[src/rtl/cnt_interval_ctrl_pkg.sv]
// Shared types and helpers for the interval sequencer and its counter.
package cnt_ctrl_pkg;

  localparam int DEF_WIDTH = 4;
  localparam int DEF_REPW  = 8;

  // state | meaning
  // IDLE  | waiting for a command, cmd_ready high
  // LOAD  | counter load_en asserted with the start value
  // RUN   | counter free-running toward its terminal value
  // DONE  | final interval finished, done pulse visible
  typedef enum logic [1:0] {
    IDLE = 2'd0,
    LOAD = 2'd1,
    RUN  = 2'd2,
    DONE = 2'd3
  } cnt_ctrl_state_t;

  // Terminal value for a direction: 0 when counting down, all-ones when up.
  function automatic logic [31:0] cnt_terminal(input logic down, input int width);
    if (down) begin
      return 32'd0;
    end
    return (32'd1 << width) - 32'd1;
  endfunction

endpackage

[src/rtl/cnt_interval_ctrl.sv]
// Interval sequencer: accepts a command, loads the attached counter and
// reloads it on every rollover for a fixed number of intervals or forever.
module cnt_interval_ctrl
  import cnt_ctrl_pkg::*;
#(
  parameter int WIDTH = DEF_WIDTH,
  parameter int REPW  = DEF_REPW
) (
  input  logic             clk,
  input  logic             rst,
  input  logic             cmd_valid,
  output logic             cmd_ready,
  input  logic [WIDTH-1:0] cmd_load,
  input  logic             cmd_down,
  input  logic [REPW-1:0]  cmd_reps,
  input  logic             abort,
  output logic             cnt_clr,
  output logic             cnt_load_en,
  output logic [WIDTH-1:0] cnt_load,
  output logic             cnt_down,
  input  logic [WIDTH-1:0] cnt_count,
  input  logic             cnt_rollover,
  output logic             busy,
  output logic             tick,
  output logic             done,
  output logic [REPW-1:0]  reps_left
);

  cnt_ctrl_state_t  state, state_nx;
  logic [WIDTH-1:0] cfg_load, cfg_load_nx;
  logic             cfg_down, cfg_down_nx;
  logic [REPW-1:0]  cfg_reps, cfg_reps_nx;
  logic [REPW-1:0]  reps_nx;
  logic             tick_nx;
  logic             done_nx;
  logic             clr_nx;
  logic             periodic;

  // The count is observed only by software/debug; the sequencer relies on
  // rollover alone.
  logic unused_count;
  assign unused_count = ^cnt_count;

  assign periodic = (cfg_reps == '0);
  assign busy     = (state != IDLE);

  // State, configuration, repetition and pulse registers.
  always_ff @(posedge clk) begin
    if (rst) begin
      state     <= IDLE;
      cfg_load  <= '0;
      cfg_down  <= 1'b0;
      cfg_reps  <= '0;
      reps_left <= '0;
      tick      <= 1'b0;
      done      <= 1'b0;
      cnt_clr   <= 1'b1;
    end else begin
      state     <= state_nx;
      cfg_load  <= cfg_load_nx;
      cfg_down  <= cfg_down_nx;
      cfg_reps  <= cfg_reps_nx;
      reps_left <= reps_nx;
      tick      <= tick_nx;
      done      <= done_nx;
      cnt_clr   <= clr_nx;
    end
  end

  // Next-state, next register values and counter control outputs.
  always_comb begin
    state_nx    = state;
    cfg_load_nx = cfg_load;
    cfg_down_nx = cfg_down;
    cfg_reps_nx = cfg_reps;
    reps_nx     = reps_left;
    tick_nx     = 1'b0;
    done_nx     = 1'b0;
    clr_nx      = 1'b0;
    cmd_ready   = 1'b0;
    cnt_load_en = 1'b0;
    cnt_load    = '0;
    cnt_down    = 1'b0;

    case (state)
      IDLE: begin
        cmd_ready = 1'b1;
        if (cmd_valid) begin
          cfg_load_nx = cmd_load;
          cfg_down_nx = cmd_down;
          cfg_reps_nx = cmd_reps;
          // cmd_reps of zero selects periodic mode, which keeps reps_left at 0.
          reps_nx     = cmd_reps;
          state_nx    = LOAD;
        end
      end
      LOAD: begin
        cnt_load_en = 1'b1;
        cnt_load    = cfg_load;
        cnt_down    = cfg_down;
        state_nx    = RUN;
      end
      RUN: begin
        cnt_down = cfg_down;
        if (cnt_rollover) begin
          tick_nx = 1'b1;
          if (periodic) begin
            state_nx = LOAD;
          end else if (reps_left > REPW'(1)) begin
            reps_nx  = reps_left - REPW'(1);
            state_nx = LOAD;
          end else begin
            reps_nx  = '0;
            done_nx  = 1'b1;
            state_nx = DONE;
          end
        end
      end
      DONE: begin
        state_nx = IDLE;
      end
      default: begin
        state_nx = IDLE;
      end
    endcase

    // Abort wins over a coincident rollover and clears the counter once.
    if (abort && (state != IDLE)) begin
      state_nx = IDLE;
      reps_nx  = '0;
      tick_nx  = 1'b0;
      done_nx  = 1'b0;
      clr_nx   = 1'b1;
    end
  end

endmodule

[config.mk]
export PLATFORM = sky130hd
export DESIGN_NAME = cnt_interval_ctrl
export DESIGN_NICKNAME = d
export VERILOG_FILES = /design/src/rtl/cnt_interval_ctrl_pkg.sv /design/src/rtl/cnt_interval_ctrl.sv
export SDC_FILE = /design/constraint.sdc
export NUM_CORES = 1
export LEC_CHECK = 0
export BUFFER_PORTS_ARGS = -buffer_cell sky130_fd_sc_hd__buf_2
export CORE_AREA = 2 2 52 58
export CTS_CLUSTER_DIAMETER = 50
export DETAILED_ROUTE_END_ITERATION = 12
export DIE_AREA = 0 0 54 60
export PLACE_DENSITY = 0.8
export REMOVE_ABC_BUFFERS = 1
export SLEW_MARGIN = 20
export SYNTH_ARGS = -nofsm -noshare
export SYNTH_HDL_FRONTEND = slang
export SYNTH_SLANG_ARGS = --single-unit
[constraint.sdc]
create_clock -name clk -period 4.6 [get_ports clk]
set_clock_uncertainty 0.1 [all_clocks]
set_input_delay 1.38 -clock clk [delete_from_list [all_inputs] [get_ports clk]]
set_output_delay 1.38 -clock clk [all_outputs]
set_load 0.05 [all_outputs]
==> impl_metrics.tcl, run 1 <==
set metrics [dict create \
    synthFlopType "dfxtp_1" \
    vias 1335 \
    fin_area_mm2 0.00160 \
    clock_latency_ns 0.32 \
    synth_cell_type_count 42 \
    dieArea_mm2 0.00324 \
    whs_path_depth 2 \
    clk_pin_slew_ns 0.14 \
    die_w_um 54 \
    areaGrowthSynthToFinish_pct 16.2 \
    syn_area_mm2 0.00137 \
    seq_area_frac_synth_pct 37.9 \
    final_layout_size_suffix_gt1_share_pct 24.9 \
    row_count 20 \
    htreeDepth 1 \
    status "finished, final reports clean" \
    grt-ovfl-total 0 \
    grt_busiest_layer "met2" \
    drtIter0Drc 45 \
    clockBufferDepth 2 \
    synthArstFlopShare_pct 0 \
    ys_ff_latch 26 \
    worst_ep_required_time_ns 3.12 \
    post_cts_buffers 0 \
    hold_path_startpoint "cfg_load[3]$_SDFFE_PP0P_" \
    timing.rr.end "reps_left[5]$_SDFFE_PP0P_" \
    criticalPathCategory "flop to output pin" \
    use_met2_pct 39.0 \
    cp-start-kind "flop" \
    leakagePower_uw 0.000693 \
    power.density_mw_per_mm2 762 \
    dr.pass1.iters 4 \
    hold_class "flop to flop" \
    setup_viol 0 \
    drv_cap 0 \
    met3_usage_pct 3.00 \
    grt_pass1_wl_um 5420 \
    final_hold_viol_count 0 \
    crit_path_top_delay_cell "dfxtp_1" \
    worst_slew_pin_slew_ns 0.717 \
    crit_fanout 4 \
    ctsResizeCount 0 \
    postPlaceCellArea_mm2 0.00156 \
    synth_edf_count 0 \
    r2r_slack_ns 2.40 \
    r2r_start "state[0]$_SDFFE_PP0P_" \
    relSlewSlack_pct 51.8 \
    gp_congestion 0.916 \
    antenna_found_initial 0 \
    wl_per_cell_um 14.6 \
    met1_usage_pct 29.4 \
    yosysWarnings 0 \
    die_h_um 60 \
    synthCells 164 \
    end_kind "output pin" \
    max-vdd-ir-drop_uv 338 \
    vias_per_cell 5.80 \
    r2r_cells 6 \
    final_common_cell "buf_2" \
    fin_crit_sh_pct 64.3 \
    ant_nets 0 \
    final_cell_mix "36 x buf_2, 31 x nand2_1, 26 x dfxtp_1, 16 x a21oi_1, 8 x inv_1" \
    fmax_ghz 0.338 \
    clockRootBuffer "clkbuf_4" \
    cts_buffers 3 \
    rsz0062_at_grt "no" \
    cts_hold_buf 0 \
    numPortBuffers 36 \
    tns_ns 0 \
    fin_nets 225 \
    drv_slew 0 \
    total_power_uw 1220 \
    hold_path_end "cfg_load[3]$_SDFFE_PP0P_" \
    initial_utilization_pct 50.8 \
    hpwl_um 2520 \
    synth.avg_cell_area_um2 8.38 \
    crit_path_max_incr_delay_ns 0.42 \
    cts_sinks 26 \
    route.detailed.drc 0 \
    cts_tree "built" \
    cp.arrival_ns 1.48 \
    fin_crit_ns 2.96 \
    io_pins 41 \
    globalRouteTotalUtil_pct 22.7 \
    worstPathCellList "inv_1 -> ha_1 -> and2_1 -> buf_2" \
    grt_max_degree 16 \
    drt_wl_total_um 3360 \
    n_antenna_cell 0 \
    grt_pass1_vias 1197 \
    coreArea_mm2 0.00270 \
]
[how the worst max path moves through the flow]
| stage | start | to | slack (ns) | cells after the start |
|---|---|---|---|---|
| floorplan | state[1]$_SDFFE_PP0P_ | cnt_load[0] | 1.74 | 3 |
| CTS | state[0]$_SDFFE_PP0P_ | cnt_down | 1.65 | 4 |
| finish | state[1]$_SDFFE_PP0P_ | cnt_down | 1.64 | 4 |
| detailed placement | rst | reps_left[2]$_SDFFE_PP0P_ | 1.66 | 5 |
| global route | state[0]$_SDFFE_PP0P_ | busy | 1.55 | 4 |
| global placement | rst | reps_left[2]$_SDFFE_PP0P_ | 1.71 | 5 |
[metrics by stage]
stage,instances,hold WS [ns],utilization [%],setup WS (ns)
after floorplan,157,0.326,-,1.74
after global placement,226,0.339,57.7,1.71
after detailed placement,226,0.352,57.7,1.66
after CTS,230,0.370,59.1,1.65
after global routing,230,0.377,59.1,1.55
final,230,0.364,59.1,1.64
[logic make-up (layout without fill, tap and decap cells)]
group / count (synthesis) / in the layout / share of synthesized area, %
and+or+nand+nor: 68 / 68 / 25.0
AOI/OAI and AO/OA: 49 / 49 / 27.6
adders and majority gates: 5 / 5 / 4.55
buffers and inverters: 16 / 49 / 5.01
DFF: 26 / 26 / 37.9
[synthesized netlist by cell type, types with 2 or more instances]
cell type	instances	area, µm²
clkbuf_1	5	18.8
or3_1	2	12.5
nand3_1	4	20.0
o2111ai_1	2	17.5
inv_1	8	30.0
nand2_1	31	116
nor4_1	4	25.0
nor2_1	4	15.0
o311ai_0	3	26.3
and3_1	4	25.0
or2_2	3	18.8
and2_1	7	43.8
dfxtp_1	26	521
nand2b_1	2	12.5
o211ai_1	2	15.0
o21ai_0	2	10.0
o2bb2ai_1	2	17.5
a21oi_1	16	80.1
ha_1	5	62.6
o211a_1	2	20.0
a2111oi_0	2	17.5
a311oi_1	4	35.0
nor3_1	2	10.0
o31ai_1	4	30.0
[state kept, by name, summed over array words and instances (netlist names)]
name,cells
cfg_down,1
cfg_load,4
cfg_reps,8
cnt_clr,1
done,1
reps_left,8
state,2
tick,1
[layer usage]
layer	up-vias	routed length [µm]	share of wire, %
li1	664	-	-
met1	620	1460	44
met2	48	1680	50
met3	3	199	5.9
met4	0	14	0.42
met5	-	0	0
[critical path, delay by kind of cell, from the launching register on]
kind / cells / cell delay [ns]
buf+inv: 2 / 0.34
simple gates: 1 / 0.12
flops: 1 / 0.42
fa+ha+maj: 1 / 0.27
[power breakdown]
part / internal, µW / switching (µW) / leakage [µW]
logic: 220 / 530 / 0.000459
registers: 285 / 65.5 / 0.000214
clock network: 48.4 / 68.2 / 0.0000210
[area by class of cell]
type	instances	area (µm²)
flip-flops and latches	26	520
inverters	9	33.8
clock buffers	4	36.3
repair buffers	36	180
fillers	259	1110
multi-input cells	122	785
well taps	33	41.3
Power figures use the tool's default switching activity.
==> run 2: changes to the inputs <==
- CORE_AREA: 2 2 52 58 -> 2 2 53 60
- DIE_AREA: 0 0 54 60 -> 0 0 55 62
- PLACE_DENSITY: 0.8 -> 0.76
- clock period: 4.6 -> 2.87 ns (I/O delays scaled with it)
==> run 2 against run 1 <==
Compared with the run above: utilization decreased by 3.2 points; first-iteration DRC count decreased by 2.2%; setup slack got worse by 1.2 ns; critical path type unchanged; wire length increased by 3.3%; via count increased by 1.4%; sequential power increased by 59%; critical path depth unchanged.
==> impl_metrics.tcl, run 2 (synthesis results as in run 1) <==
set metrics [dict create \
    status "finished, final reports clean" \
    criticalPathCategory "flop to output pin" \
    tns_ns 0 \
    ctsResizeCount 0 \
    setup_viol 0 \
    end_kind "output pin" \
    critPathLaunch "state[0]$_SDFFE_PP0P_" \
    io_pins 41 \
    antenna_found_initial 0 \
    vias 1354 \
    r2r_start "state[0]$_SDFFE_PP0P_" \
    worst_ep_required_time_ns 1.91 \
    top_regs "cfg_reps (8), reps_left (8), cfg_load (4)" \
    p_int_uw 950 \
    max-vdd-ir-drop_uv 753 \
    seqPwrFrac_pct 27.5 \
    htreeDepth 1 \
    cts_sinks 26 \
    grt_pass1_vias 1277 \
    p_comb_share_pct 59.9 \
    areaGrowthSynthToFinish_pct 17.5 \
    power.density_mw_per_mm2 1260 \
    cts_tree "built" \
    timing.rr.end "reps_left[5]$_SDFFE_PP0P_" \
    cts_buffers 3 \
    r2r_slack_ns 0.62 \
    globalRouteTotalUtil_pct 22.3 \
    cts_hold_buf 0 \
    clock_latency_ns 0.33 \
    fin_crit_ns 2.43 \
    wl_per_cell_um 15.0 \
    clk_pin_slew_ns 0.14 \
    final_common_cell "buf_2" \
    vias_per_cell 5.86 \
    fin_nets 225 \
    p_clk_share_pct 12.6 \
    numPortBuffers 36 \
    drtIter0Drc 44 \
    fin_crit_sh_pct 84.7 \
    dr.pass1.iters 4 \
    hold_class "flop to flop" \
    relSlewSlack_pct 55.0 \
    die_h_um 62 \
    power_switching_uw 1080 \
    rsz0062_at_grt "no" \
    n_antenna_cell 0 \
    ant_nets 0 \
    dieArea_mm2 0.00341 \
    grt_pass1_wl_um 5530 \
    leakagePower_uw 0.000700 \
    clockRootBuffer "clkbuf_4" \
    drv_cap 0 \
    post_cts_buffers 0 \
    grt-ovfl-total 0 \
    initial_utilization_pct 47.5 \
    clockBufferDepth 2 \
    final_util_pct 55.8 \
    row_count 21 \
    coreArea_mm2 0.00289 \
    final_cell_mix "36 x buf_2, 31 x nand2_1, 26 x dfxtp_1, 16 x a21oi_1, 8 x inv_1" \
    final_layout_size_suffix_gt1_share_pct 24.9 \
    drv_slew 0 \
    hpwl_um 2520 \
    grt_max_degree 16 \
    die_w_um 55 \
    switching_share_pct 53.2 \
    worst_slew_pin_slew_ns 0.669 \
    hold_path_startpoint "cfg_down$_SDFFE_PP0P_" \
    route.detailed.drc 0 \
    crit_fanout 6 \
    final_hold_viol_count 0 \
    drt_wl_total_um 3470 \
    r2r_cells 6 \
    cp.arrival_ns 1.47 \
    critPathCapture "busy" \
    fmax_ghz 0.411 \
    cp-start-kind "flop" \
    gp_congestion 0.874 \
]
## run 2: stage by stage
stage	power, µW	setup slack [ns]	hold WS (ns)	instance area [µm²]	cells
after detailed placement	1760	0.458	0.348	1560	227
after CTS	2030	0.434	0.368	1610	231
after floorplan	1480	0.381	0.326	1340	157
final	2030	0.439	0.363	1610	231
after global placement	1730	0.491	0.339	1560	227
after global routing	2170	0.350	0.392	1610	231
## run 2: power groups by stage
stage	Combinational [µW]	Sequential, µW	Clock, µW
2_1_floorplan	757	724	0
3_3_place_gp	1170	558	0
3_5_place_dp	1200	565	0
4_1_cts	1210	556	262
5_1_grt	1330	572	274
6_report	1210	558	255
## run 2: final cells by class
class / count / area, µm²
Timing Repair Buffer: 36 / 180
Clock inverter: 1 / 30.0
Tap cell: 34 / 42.5
Inverter: 9 / 33.8
Multi-Input combinational cell: 122 / 785
Sequential cell: 26 / 520
Clock buffer: 3 / 22.5
Fill cell: 292 / 1280
## run 2: critical path: stages, from the launching register on
cell and delay [ns]:
dfxtp_1 0.42, inv_1 0.08, ha_1 0.25, inv_1 0.12, buf_2 0.28
## run 2: layer usage
layer / track usage, % / share of wire [%] / vias to the layer above
li1: - / - / 670
met1: 26.8 / 43 / 633
met2: 39.3 / 51 / 44
met3: 4.07 / 5.0 / 7
met4: 8.01 / 1.3 / 0
met5: 0 / 0 / -
## run 2: how the worst min path moves through the flow
stage,cells past startpoint,slack [ns],endpoint
after CTS,2,0.37,cfg_reps[6]$_SDFFE_PP0P_
after detailed placement,2,0.35,cfg_reps[6]$_SDFFE_PP0P_
after floorplan,2,0.33,cfg_down$_SDFFE_PP0P_
after global placement,2,0.34,cfg_load[0]$_SDFFE_PP0P_
final,2,0.36,cfg_down$_SDFFE_PP0P_
after global routing,2,0.39,cfg_down$_SDFFE_PP0P_
==> run 3: changes to the inputs <==
- clock period: 2.87 -> 2.5 ns (I/O delays scaled with it)
==> run 3 against run 2 <==
Compared with the run above: global-route usage is 0.13 points lower; utilization is 0.30 points lower; critical path depth stayed put; combinational power is 16% higher; critical endpoint unchanged; clock power is 16% lower; first-iteration DRC count is 52% higher.
==> impl_metrics.tcl, run 3 (synthesis results as in run 1) <==
set metrics [dict create \
    status "finished, final reports clean" \
    cts_sinks 26 \
    max-vdd-ir-drop_uv 719 \
    grt_pass1_wl_um 5520 \
    drv_slew 0 \
    die_w_um 55 \
    setup_viol 0 \
    setup_ws_ns 0.135 \
    hold_class "flop to flop" \
    initial_utilization_pct 47.5 \
    ctsResizeCount 0 \
    hold_path_startpoint "cfg_down$_SDFFE_PP0P_" \
    ant_nets 0 \
    gp_congestion 0.885 \
    timing.rr.end "reps_left[1]$_SDFFE_PP0P_" \
    grt-ovfl-total 0 \
    fin_crit_ns 2.37 \
    clockRootBuffer "clkbuf_4" \
    drt_wl_total_um 3500 \
    hold_path_end "cfg_down$_SDFFE_PP0P_" \
    hpwl_um 2520 \
    clk_pin_slew_ns 0.14 \
    cp.arrival_ns 1.52 \
    clockBufferDepth 2 \
    wl_per_cell_um 15.1 \
    whs_ns 0.365 \
    tns_ns 0 \
    fin_crit_sh_pct 94.6 \
    multiInputGateArea_um2 785 \
    cts_hold_buf 0 \
    cp_common_cell "inv_1" \
    globalRouteTotalUtil_pct 22.1 \
    worstPathCellList "inv_1 -> ha_1 -> inv_1 -> buf_2" \
    fmax_ghz 0.423 \
    end_kind "output pin" \
    drv_cap 0 \
    row_count 21 \
    final_hold_viol_count 0 \
    r2r_cells 6 \
    cts_buffers 3 \
    cp-start-kind "flop" \
    io_pins 41 \
    final_cells 232 \
    n_antenna_cell 0 \
    drtIter0Drc 67 \
    coreArea_mm2 0.00289 \
    crit_fanout 6 \
    ff_latch_area_um2 520 \
    numPortBuffers 36 \
    relSlewSlack_pct 56.6 \
    place_inst 228 \
    areaGrowthSynthToFinish_pct 16.8 \
    grt_max_degree 16 \
    power.density_mw_per_mm2 1410 \
    clock_latency_ns 0.32 \
    post_cts_buffers 0 \
    final_cell_mix "36 x buf_2, 31 x nand2_1, 26 x dfxtp_1, 16 x a21oi_1, 8 x inv_1" \
    htreeDepth 1 \
    crit_path_top_delay_cell "dfxtp_1" \
    vias_per_cell 5.97 \
    r2r_start "state[0]$_SDFFE_PP0P_" \
    final_common_cell "buf_2" \
    cts_tree "built" \
    grt_pass1_vias 1219 \
    vias 1384 \
    die_h_um 62 \
    antenna_found_initial 0 \
    rsz0062_at_grt "no" \
    dr.pass1.iters 4 \
    worst_ep_required_time_ns 1.65 \
    r2r_slack_ns 0.20 \
    criticalPathCategory "flop to output pin" \
    top_regs "cfg_reps (8), reps_left (8), cfg_load (4)" \
    final_layout_size_suffix_gt1_share_pct 25.3 \
    dieArea_mm2 0.00341 \
    crit_path_max_incr_delay_ns 0.42 \
    fillerInstances 298 \
    leakagePower_uw 0.000698 \
    route.detailed.drc 0 \
    fin_nets 226 \
    whs_path_depth 2 \
    worst_slew_pin_slew_ns 0.645 \
    dp_slack_ns 0.282 \
    total_power_uw 2260 \
]
## run 3: worst max-delay path by stage
stage                           endpoint                  start  slack (ns)  depth (start not counted)
5_1_grt        reps_left[5]$_SDFFE_PP0P_  state[0]$_SDFFE_PP0P_        0.04                          6
6_report                            busy  state[0]$_SDFFE_PP0P_        0.13                          4
4_1_cts                             busy  state[0]$_SDFFE_PP0P_        0.13                          4
3_3_place_gp   reps_left[2]$_SDFFE_PP0P_                    rst        0.36                          5
3_5_place_dp   reps_left[1]$_SDFFE_PP0P_  state[0]$_SDFFE_PP0P_        0.28                          6
2_1_floorplan  reps_left[2]$_SDFFE_PP0P_  state[0]$_SDFFE_PP0P_        0.01                          7
## run 3: final cells by class
type                    count  share of cell area, %
clock buffers               4                   2.26
inverters                   9                   2.10
multi-input cells         122                   48.9
flip-flops and latches     26                   32.4
well taps                  34                   2.65
repair buffers             37                   11.7
## run 3: through the flow
stage               util, %  cell area (µm²)
floorplan                 -             1340
global placement       54.3             1570
detailed placement     54.3             1570
CTS                    55.5             1610
global route           55.5             1610
finish                 55.5             1610
## run 3: worst max-delay path: cells and delay by family (launching register included)
| kind | cells | cell delay (ns) |
|---|---|---|
| fa+ha+maj | 1 | 0.26 |
| flops | 1 | 0.42 |
| buf+inv | 3 | 0.51 |
## run 3: routing by layer
| metal | up-vias | part of all wire [%] | track usage (%) |
|---|---|---|---|
| li1 | 667 | - | - |
| met1 | 651 | 41 | 28.4 |
| met2 | 58 | 51 | 36.4 |
| met3 | 8 | 6.0 | 3.35 |
| met4 | 0 | 1.5 | 10.1 |
| met5 | - | 0 | 0 |
## run 3: report_power, final
group	switching, µW	internal [µW]	total (µW)
logic	991	410	1400
clock network	125	89.2	215
registers	118	524	641
